`src/rtl/io_bridge_pkg.sv`:
```
// Shared types for the I/O bus bridge: FSM state encoding and port index sizing.
// Build option IO_BRIDGE_TIMEOUT_EN enables the ACCESS wait timeout.
package io_bridge_pkg;

    localparam int PORT_IDX_W = 4;
    localparam int MAX_PORTS  = 16;

    typedef enum logic [1:0] {
        IDLE,
        ACCESS,
        RESP,
        FAULT
    } state_e;

endpackage

```
`src/rtl/io_wait_timer.sv`:
```
// Saturating ACCESS wait counter; only built with IO_BRIDGE_TIMEOUT_EN.
// expired is high in the TIMEOUT-th consecutive un-acked ACCESS cycle.
`ifdef IO_BRIDGE_TIMEOUT_EN
module io_wait_timer
    import io_bridge_pkg::*;
#(
    parameter int TIMEOUT = 255,
    localparam int CNT_W = $clog2(TIMEOUT + 1)
) (
    input  logic clk,
    input  logic rst_n,
    input  logic clr,
    input  logic en,
    output logic expired
);

    localparam logic [CNT_W-1:0] LAST = CNT_W'(TIMEOUT - 1);
    localparam logic [CNT_W-1:0] SAT  = CNT_W'(TIMEOUT);

    logic [CNT_W-1:0] count;

    always_ff @(posedge clk or negedge rst_n) begin
        if (!rst_n) begin
            count <= '0;
        end else if (clr) begin
            count <= '0;
        end else if (en && count != SAT) begin
            count <= count + CNT_W'(1);
        end
    end

    assign expired = en && (count >= LAST);

endmodule
`endif

```
`src/rtl/io_bus_bridge.sv`:
```
// Registered request/ack bridge from the LSU to up to 16 peripheral channels.
// IO_BRIDGE_TIMEOUT_EN adds a fault after TIMEOUT un-acked ACCESS cycles.
module io_bus_bridge
    import io_bridge_pkg::*;
#(
    parameter int N_PORTS      = 4,
    parameter int DATA_W       = 32,
    parameter int ADDR_W       = 32,
    parameter int PORT_SEL_LSB = 12,
    parameter int TIMEOUT      = 255
) (
    input  logic                      clk,
    input  logic                      rst_n,
    input  logic                      cpu_req,
    input  logic                      cpu_write,
    input  logic [ADDR_W-1:0]         cpu_addr,
    input  logic [DATA_W-1:0]         cpu_wdata,
    output logic [DATA_W-1:0]         cpu_rdata,
    output logic                      cpu_ready,
    output logic                      cpu_fault,
    output logic [N_PORTS-1:0]        p_sel,
    output logic                      p_write,
    output logic [PORT_SEL_LSB-1:0]   p_addr,
    output logic [DATA_W-1:0]         p_wdata,
    input  logic [N_PORTS*DATA_W-1:0] p_rdata,
    input  logic [N_PORTS-1:0]        p_ack
);

    state_e                state;
    logic [PORT_IDX_W-1:0] idx;
    logic                  mapped;
    logic [N_PORTS-1:0]    sel_dec;
    logic                  ack_sel;
    logic [DATA_W-1:0]     rdata_mux;
    logic                  tmo;
    logic                  unused_addr;

    assign idx     = cpu_addr[PORT_SEL_LSB +: PORT_IDX_W];
    assign mapped  = {1'b0, idx} < (PORT_IDX_W + 1)'(N_PORTS);
    assign sel_dec = N_PORTS'(1) << idx;
    assign unused_addr = ^cpu_addr;

    // p_sel is one-hot, so masking drops acks from unselected channels
    assign ack_sel = |(p_ack & p_sel);

    always_comb begin
        rdata_mux = '0;
        for (int i = 0; i < N_PORTS; i++) begin
            if (p_sel[i]) begin
                rdata_mux |= p_rdata[i*DATA_W +: DATA_W];
            end
        end
    end

`ifdef IO_BRIDGE_TIMEOUT_EN
    io_wait_timer #(
        .TIMEOUT(TIMEOUT)
    ) u_wait_timer (
        .clk    (clk),
        .rst_n  (rst_n),
        .clr    (state != ACCESS),
        .en     ((state == ACCESS) && !ack_sel),
        .expired(tmo)
    );
`else
    assign tmo = 1'b0;
`endif

    always_ff @(posedge clk or negedge rst_n) begin
        if (!rst_n) begin
            state     <= IDLE;
            p_sel     <= '0;
            p_write   <= 1'b0;
            p_addr    <= '0;
            p_wdata   <= '0;
            cpu_ready <= 1'b0;
            cpu_fault <= 1'b0;
            cpu_rdata <= '0;
        end else begin
            unique case (state)
                IDLE: begin
                    if (cpu_req) begin
                        p_write <= cpu_write;
                        p_addr  <= cpu_addr[PORT_SEL_LSB-1:0];
                        p_wdata <= cpu_wdata;
                        if (mapped) begin
                            p_sel <= sel_dec;
                            state <= ACCESS;
                        end else begin
                            cpu_ready <= 1'b1;
                            cpu_fault <= 1'b1;
                            state     <= FAULT;
                        end
                    end
                end
                ACCESS: begin
                    if (ack_sel) begin
                        p_sel     <= '0;
                        cpu_ready <= 1'b1;
                        cpu_rdata <= p_write ? '0 : rdata_mux;
                        state     <= RESP;
                    end else if (tmo) begin
                        p_sel     <= '0;
                        cpu_ready <= 1'b1;
                        cpu_fault <= 1'b1;
                        cpu_rdata <= '0;
                        state     <= FAULT;
                    end
                end
                RESP, FAULT: begin
                    cpu_ready <= 1'b0;
                    cpu_fault <= 1'b0;
                    cpu_rdata <= '0;
                    state     <= IDLE;
                end
                default: state <= IDLE;
            endcase
        end
    end

endmodule

```
`config.mk`:
```
export PLATFORM = sky130hd
export DESIGN_NAME = io_bus_bridge
export DESIGN_NICKNAME = d
export VERILOG_FILES = /design/src/rtl/io_bridge_pkg.sv /design/src/rtl/io_wait_timer.sv /design/src/rtl/io_bus_bridge.sv
export SDC_FILE = /design/constraint.sdc
export NUM_CORES = 1
export LEC_CHECK = 0
export BUFFER_PORTS_ARGS = -buffer_cell sky130_fd_sc_hd__buf_2
export CORE_AREA = 2 2 111 113
export CTS_CLUSTER_DIAMETER = 150
export DETAILED_ROUTE_END_ITERATION = 8
export DIE_AREA = 0 0 113 115
export GPL_TIMING_DRIVEN = 0
export PLACE_DENSITY_LB_ADDON = 0.1
export SETUP_SLACK_MARGIN = 0.15
export SLEW_MARGIN = 20
export SYNTH_ARGS = -nofsm -noshare
export SYNTH_HDL_FRONTEND = slang
export SYNTH_SLANG_ARGS = --single-unit
```
`constraint.sdc`:
```
create_clock -name clk -period 1.85 [get_ports clk]
set_input_delay 0.2775 -clock clk [delete_from_list [all_inputs] [get_ports clk]]
set_output_delay 0.2775 -clock clk [all_outputs]
set_load 0.1 [all_outputs]
```
## Yosys cells after proc, flatten, opt, wreduce, memory -nomap -nowiden

Index checks and enable logic that the tools add are counted.

| storage, ports and cells | value |
|---|---|
| flip-flop bits (word level) | 85 |
| bits of input ports | 200 |
| logic and storage cells | 53 |

| operators by class | value |
|---|---|
| reductions and logical operators | 11 |
| $lt $le $gt $ge | 1 |
| shift-type cells | 1 |
| bitwise operators | 5 |
| equality and inequality tests | 7 |
| multiplexer cells | 20 |

Operators by type and width:

| operator | number |
|---|---|
| two-way mux 32 bit | 6 |
| OR 32 bit | 3 |
| one-hot mux 32 bit (2 select lines) | 1 |
| two-way mux 4 bit | 3 |
| inequality test 2 bit, second input constant | 4 |
| one-hot mux 4 bit (2 select lines) | 1 |
| two-way mux 2 bit | 3 |
| one-hot mux 2 bit (3 select lines) | 1 |
| AND reduction 2 bit | 3 |
| AND reduction 3 bit | 2 |
| bitwise AND 4 bit | 1 |
| == test 2 bit, second input constant | 2 |
| < comparator 4 x 3 -> 1 bit, second input constant | 1 |
| AND reduction 4 bit | 1 |
| nonzero test 2 bit | 2 |
| OR reduction 4 bit | 1 |
| << shifter 1 x 4 -> 4 bit, first input constant | 1 |
| two-way mux 1 bit | 3 |
| one-hot mux 1 bit (3 select lines) | 1 |
| == test 2 x 1 -> 1 bit, second input constant | 1 |
| logical NOT 2 bit | 1 |
| one-hot mux 1 bit (2 select lines) | 1 |
| OR reduction 2 bit | 1 |
| inverter 1 bit | 1 |

## Depth between registers and ports, before layout

| depth | value |
|---|---|
| depth in word-level cells | 10 |
| depth in mapped cells | 5 |

## Worst setup path after synthesis

No wires, ideal clock.

| timing | value |
|---|---|
| path kind | flip-flop to flip-flop |
| start | reg p_sel[3] |
| end | reg cpu_rdata[25] |
| library setup time | 0.139 ns |
| period minus slack after synthesis | 2.020 ns |
| cell stages (with the launch flop) | 6 |
| path slack | -0.170 ns |
| arrival | 1.881 ns |
| cells stage by stage | dfrtp_1 > buf_2 > a22oi_4 > a21boi_2 > buf_2 > o32ai_2 |

| between the ends | value |
|---|---|
| longest elaborated chain between the ends | 4 |
| elaborated cells on any way between the ends | 8 |
| those cells by class | eq/ne: 1; mux: 4; bitwise: 1; reduce/logical: 2 |

Ends and longest elaborated chain:

| item | line | RTL |
|---|---|---|
| start: declaration | io_bus_bridge.sv:21 | `output logic [N_PORTS-1:0] p_sel,` |
| start signal: assignment | io_bus_bridge.sv:87 | `p_sel <= sel_dec;` |
| bitwise AND 4 bit or two-way mux 32 bit (tied branches) | io_bus_bridge.sv:44, io_bus_bridge.sv:49 |  |
| OR reduction 4 bit or two-way mux 32 bit (tied branches) | io_bus_bridge.sv:44, io_bus_bridge.sv:100 |  |
| inequality test 2 bit (no source line) or two-way mux 32 bit (tied branches) | -- |  |
| AND reduction 2 bit (no source line) or one-hot mux 32 bit (2 select lines) (tied branches) | -- |  |
| end signal: assignment | io_bus_bridge.sv:100 | `cpu_rdata <= p_write ? '0 : rdata_mux;` |
| end: declaration | io_bus_bridge.sv:18 | `output logic [DATA_W-1:0] cpu_rdata,` |

Several ways; a longest one is shown, not always the timed one. The select of a mux whose other input is x is not followed.
A chain may end at the register's enable or synchronous reset.

## Worst setup path after layout

| timing | value |
|---|---|
| start | reg p_sel[3] |
| end | reg cpu_rdata[23] |

The elaborated chain is that of the path after synthesis.

==> impl_summary.txt <==
----------------------------------------------------
[STA]
  Max Transition Viols Final ... 0
  Final period demand of the worst path ... 1.65 ns
  Achievable Freq ... 0.604 GHz
  Finish-stage setup viols ... 0
  Final hold vios ... 0
  Worst slew margin ... 60.8%
  Slew at the pin closest to its max-slew limit ... 0.588 ns
  Period Utilization, post-route ... 89.5%
  Worst Clk Skew ... 0.00857 ns
  RSZ-0062 raised after global routing ... true

[Die]
  Core box area ... 11800 sq um
  Area of the die ... 13000 sq um
  Die width ... 113 um
  Vertical extent of the die ... 115 um
  Site row count ... 40
  Num ports ... 283
  Effective utilization at floorplan ... 34.4%

[Setup path]
  Data required, critical path ... 2.05 ns
  Largest driver fanout on the critical path ... 10
  Worst reg2reg endpoint ... cpu_rdata[23]$_DFFE_PN0P_
  Timing endpoint of the critical path ... cpu_rdata[23]$_DFFE_PN0P_
  Data arrival time at the worst-slack endpoint ... 1.85 ns
  Cell depth of the worst flop-to-flop path ... 4
  Classification of the worst setup path ... flop to flop
  Stage delay of the slowest cell on the critical path ... 0.47 ns
  Worst setup SP type ... flop
  Setup crit end kind ... flop
  Worst setup path startpoint ... p_sel[3]$_DFFE_PN0P_
  Standard cell with the maximum stage delay on the critical path ... sky130_fd_sc_hd__dfrtp_4
  Crit-path cells ... buf_2 > clkbuf_1 > a221oi_1 > o32ai_1
  Launching point of the worst reg2reg path ... p_sel[3]$_DFFE_PN0P_
  Worst setup slack for register-to-register paths ... 0.20 ns

[Clocking]
  H-tree level count ... 3
  Clock tree root buffer cell ... sky130_fd_sc_hd__clkbuf_16
  Number of buffers on the longest clock path ... 2
  CTS sink count ... 85
  TritonCTS clock tree ... yes
  Clk slew on worst S/H paths ... 0.06 ns
  Total clock buffers created by CTS ... 9
  Clock latency on the worst-skew pair ... 0.33 ns

[Route]
  First-pass iteration count of the detailed router ... 6
  Initial detailed-routing violation count ... 115
  Residual antenna-violating net count after detailed routing ... 0
  Residual DRC ... 32
  Via count normalized by instance count ... 5.10
  Post-detailed-routing wire length ... 12.9 mm
  Routed length per placed instance ... 17.0 um
  Via total after detailed routing ... 3854

[Logic synthesis]
  Multiplexer share of the synthesized area ... 12.5%
  Fraction of the mapped netlist area in simple logic gates ... 1.72%
  Dominant combinational cell family by area after synthesis ... compound AO/OA/AOI/OAI gates
  Synthesized area per cell ... 12.5 sq um
  Total of flip-flops plus latches after synthesis ... 85
  Count of yosys warnings during synthesis ... 0
  Leading register cell type out of synthesis ... sky130_fd_sc_hd__dfrtp_1
  Main area contributors after synthesis ... sky130_fd_sc_hd__dfrtp_1 52%, sky130_fd_sc_hd__mux2_2 12%, sky130_fd_sc_hd__a22o_1 7.3%
  Distinct cells, synth ... 27
  Xor-xnor portion of the synthesized cell area ... 0%
  Proportion of netlist area held by the largest area contributor ... 52.3%
  Compound-cell area share of the yosys netlist ... 25.1%
  Post-Synthesis Cells ... 324
  Adder-Cell Fraction of Synth Area ... 0%
  Number of enable flip-flop cells after synthesis ... 0
  Syn_nets ... 524
  Combined area of all synthesized cells ... 4060 sq um
  List of most frequent post-synthesis cells ... 85 x sky130_fd_sc_hd__dfrtp_1, 42 x sky130_fd_sc_hd__mux2_2, 36 x sky130_fd_sc_hd__inv_1
  Synth async-reset ratio ... 100%
  Library cell occupying the most area in the post-synthesis netlist ... sky130_fd_sc_hd__dfrtp_1
  Most instantiated library cell after synthesis ... sky130_fd_sc_hd__dfrtp_1
  Post-synthesis sequential area ratio ... 52.3%

[Job]
  Number of max-cap violations ... 0

[Global route]
  Vias in the first global route ... 4034
  Met1 Track Usage GR ... 22.8%
  Overall fraction of global-route tracks in use ... 19.8%
  Grt total ovfl ... 0
  Met2 capacity usage during global routing ... 36.4%
  Met3 usage in global routing ... 4.43%
  First-pass GRT wire length ... 20.1 mm
  Most crowded layer after global routing ... met2
  Initial antenna violation count ... 1
  Largest net degree at the start of global routing ... 54

[Placement]
  Weighted congestion reported at the end of routability-driven placement ... 0.785
  DP Cell Count ... 738
  Port-buffer cells ... 266
  DP Wirelength ... 10.5 mm

[Layout]
  Non-filler cells in the finished layout ... 756
  Final Net Count ... 803
  Share of layout cells above drive strength 1 ... 60.0%
  Util after Layout ... 51.1%
  Layout Area Growth over Synthesis ... 48.5%

[Worst hold path]
  Worst hold-check path type ... primary input to flop

[Status]
  Failing checks ... design-rule violations
  Outcome ... finished with violations

----------------------------------------------------
registers in the layout, summed over array words and instances (netlist names):
name       flops
p_wdata       32
state          2
cpu_rdata     32
p_sel          4
p_addr        12
p_write        1
cpu_ready      1
cpu_fault      1
through the flow:
step | setup TNS, ns | hold WS, ns | worst slack (ns) | instance area, sq um
detailed placement | 0 | 0.258 | 0.108 | 5620
floorplan | 0 | -0.0181 | 0.188 | 4080
finish | 0 | 0.166 | 0.195 | 6040
global placement | -19.96 | 0.462 | -0.505 | 5590
global route | 0 | 0.169 | 0.136 | 6030
CTS | 0 | 0.158 | 0.152 | 5980
cells in the final DEF (no fill, tap or decap), types with 2 or more instances in the layout:
cell | synthesis | final
sky130_fd_sc_hd__a221oi_1 | 32 | 22
sky130_fd_sc_hd__mux2_2 | 42 | 42
sky130_fd_sc_hd__clkbuf_1 | 10 | 11
sky130_fd_sc_hd__mux2_1 | 3 | 3
sky130_fd_sc_hd__nand2_1 | 4 | 4
sky130_fd_sc_hd__clkbuf_16 | 0 | 9
sky130_fd_sc_hd__bufinv_16 | 0 | 2
sky130_fd_sc_hd__buf_4 | 3 | 6
sky130_fd_sc_hd__o32ai_1 | 31 | 31
sky130_fd_sc_hd__nor3b_1 | 2 | 2
sky130_fd_sc_hd__dfrtp_4 | 0 | 4
sky130_fd_sc_hd__a22oi_4 | 2 | 2
sky130_fd_sc_hd__a32oi_1 | 4 | 4
sky130_fd_sc_hd__buf_2 | 11 | 272
sky130_fd_sc_hd__a221oi_2 | 0 | 10
sky130_fd_sc_hd__clkbuf_4 | 0 | 2
sky130_fd_sc_hd__inv_1 | 36 | 36
sky130_fd_sc_hd__buf_6 | 8 | 8
sky130_fd_sc_hd__a21oi_1 | 2 | 2
sky130_fd_sc_hd__a22o_1 | 34 | 34
sky130_fd_sc_hd__o21ai_0 | 5 | 5
sky130_fd_sc_hd__dfrtp_1 | 85 | 81
layer usage:
layer | wire [um] | vias to the layer above
met5 | 0 | -
met4 | 181 | 0
met3 | 1010 | 13
met2 | 6660 | 163
met1 | 5000 | 1848
li1 | - | 1830
critical path: cells and delay by family, from the launching register on:
family,cells,cell delay [ns]
AO/OA/AOI/OAI,2,0.58
buffers and inverters,2,0.47
flip-flops,1,0.47
how the worst min path moves through the flow:
stage / start / endpoint / slack [ns] / depth (start not counted)
global placement: p_wdata[25]$_DFFE_PN0P_ / p_wdata[25]$_DFFE_PN0P_ / 0.46 / 1
detailed placement: rst_n / p_addr[10]$_DFFE_PN0P_ / 0.26 / 1
global route: cpu_wdata[1] / p_wdata[1]$_DFFE_PN0P_ / 0.17 / 2
CTS: cpu_wdata[25] / p_wdata[25]$_DFFE_PN0P_ / 0.16 / 2
floorplan: rst_n / cpu_fault$_DFFE_PN0P_ / -0.02 / 0
finish: cpu_wdata[25] / p_wdata[25]$_DFFE_PN0P_ / 0.17 / 2
area by class of cell:
cell class | instances | area (sq um)
Multi-Input combinational cell | 171 | 1670
Fill cell | 1088 | 5780
Inverter | 36 | 135
Clock buffer | 12 | 236
Timing Repair Buffer | 268 | 1370
Buffer | 32 | 216
Clock inverter | 4 | 73.8
Sequential cell | 85 | 2140
Tap cell | 147 | 184
Antenna cell | 1 | 2.50
cells by family (layout without fill, tap and decap cells):
group | count (synthesis) | count (layout)
compound gates | 116 | 116
flops | 85 | 85
buf+inv | 68 | 352
mux | 45 | 45
simple gates | 10 | 10
other cells | 0 | 1
repair_timing:
item	CTS	global route
gates resized for setup	5	16
setup endpoints to repair	29	11
hold buffers	1	0
endpoints found under the hold margin	32	0
setup buffers	0	0
Power is not shown: default switching activity piles up to over one toggle a cycle in this logic, so the estimate is an artifact.
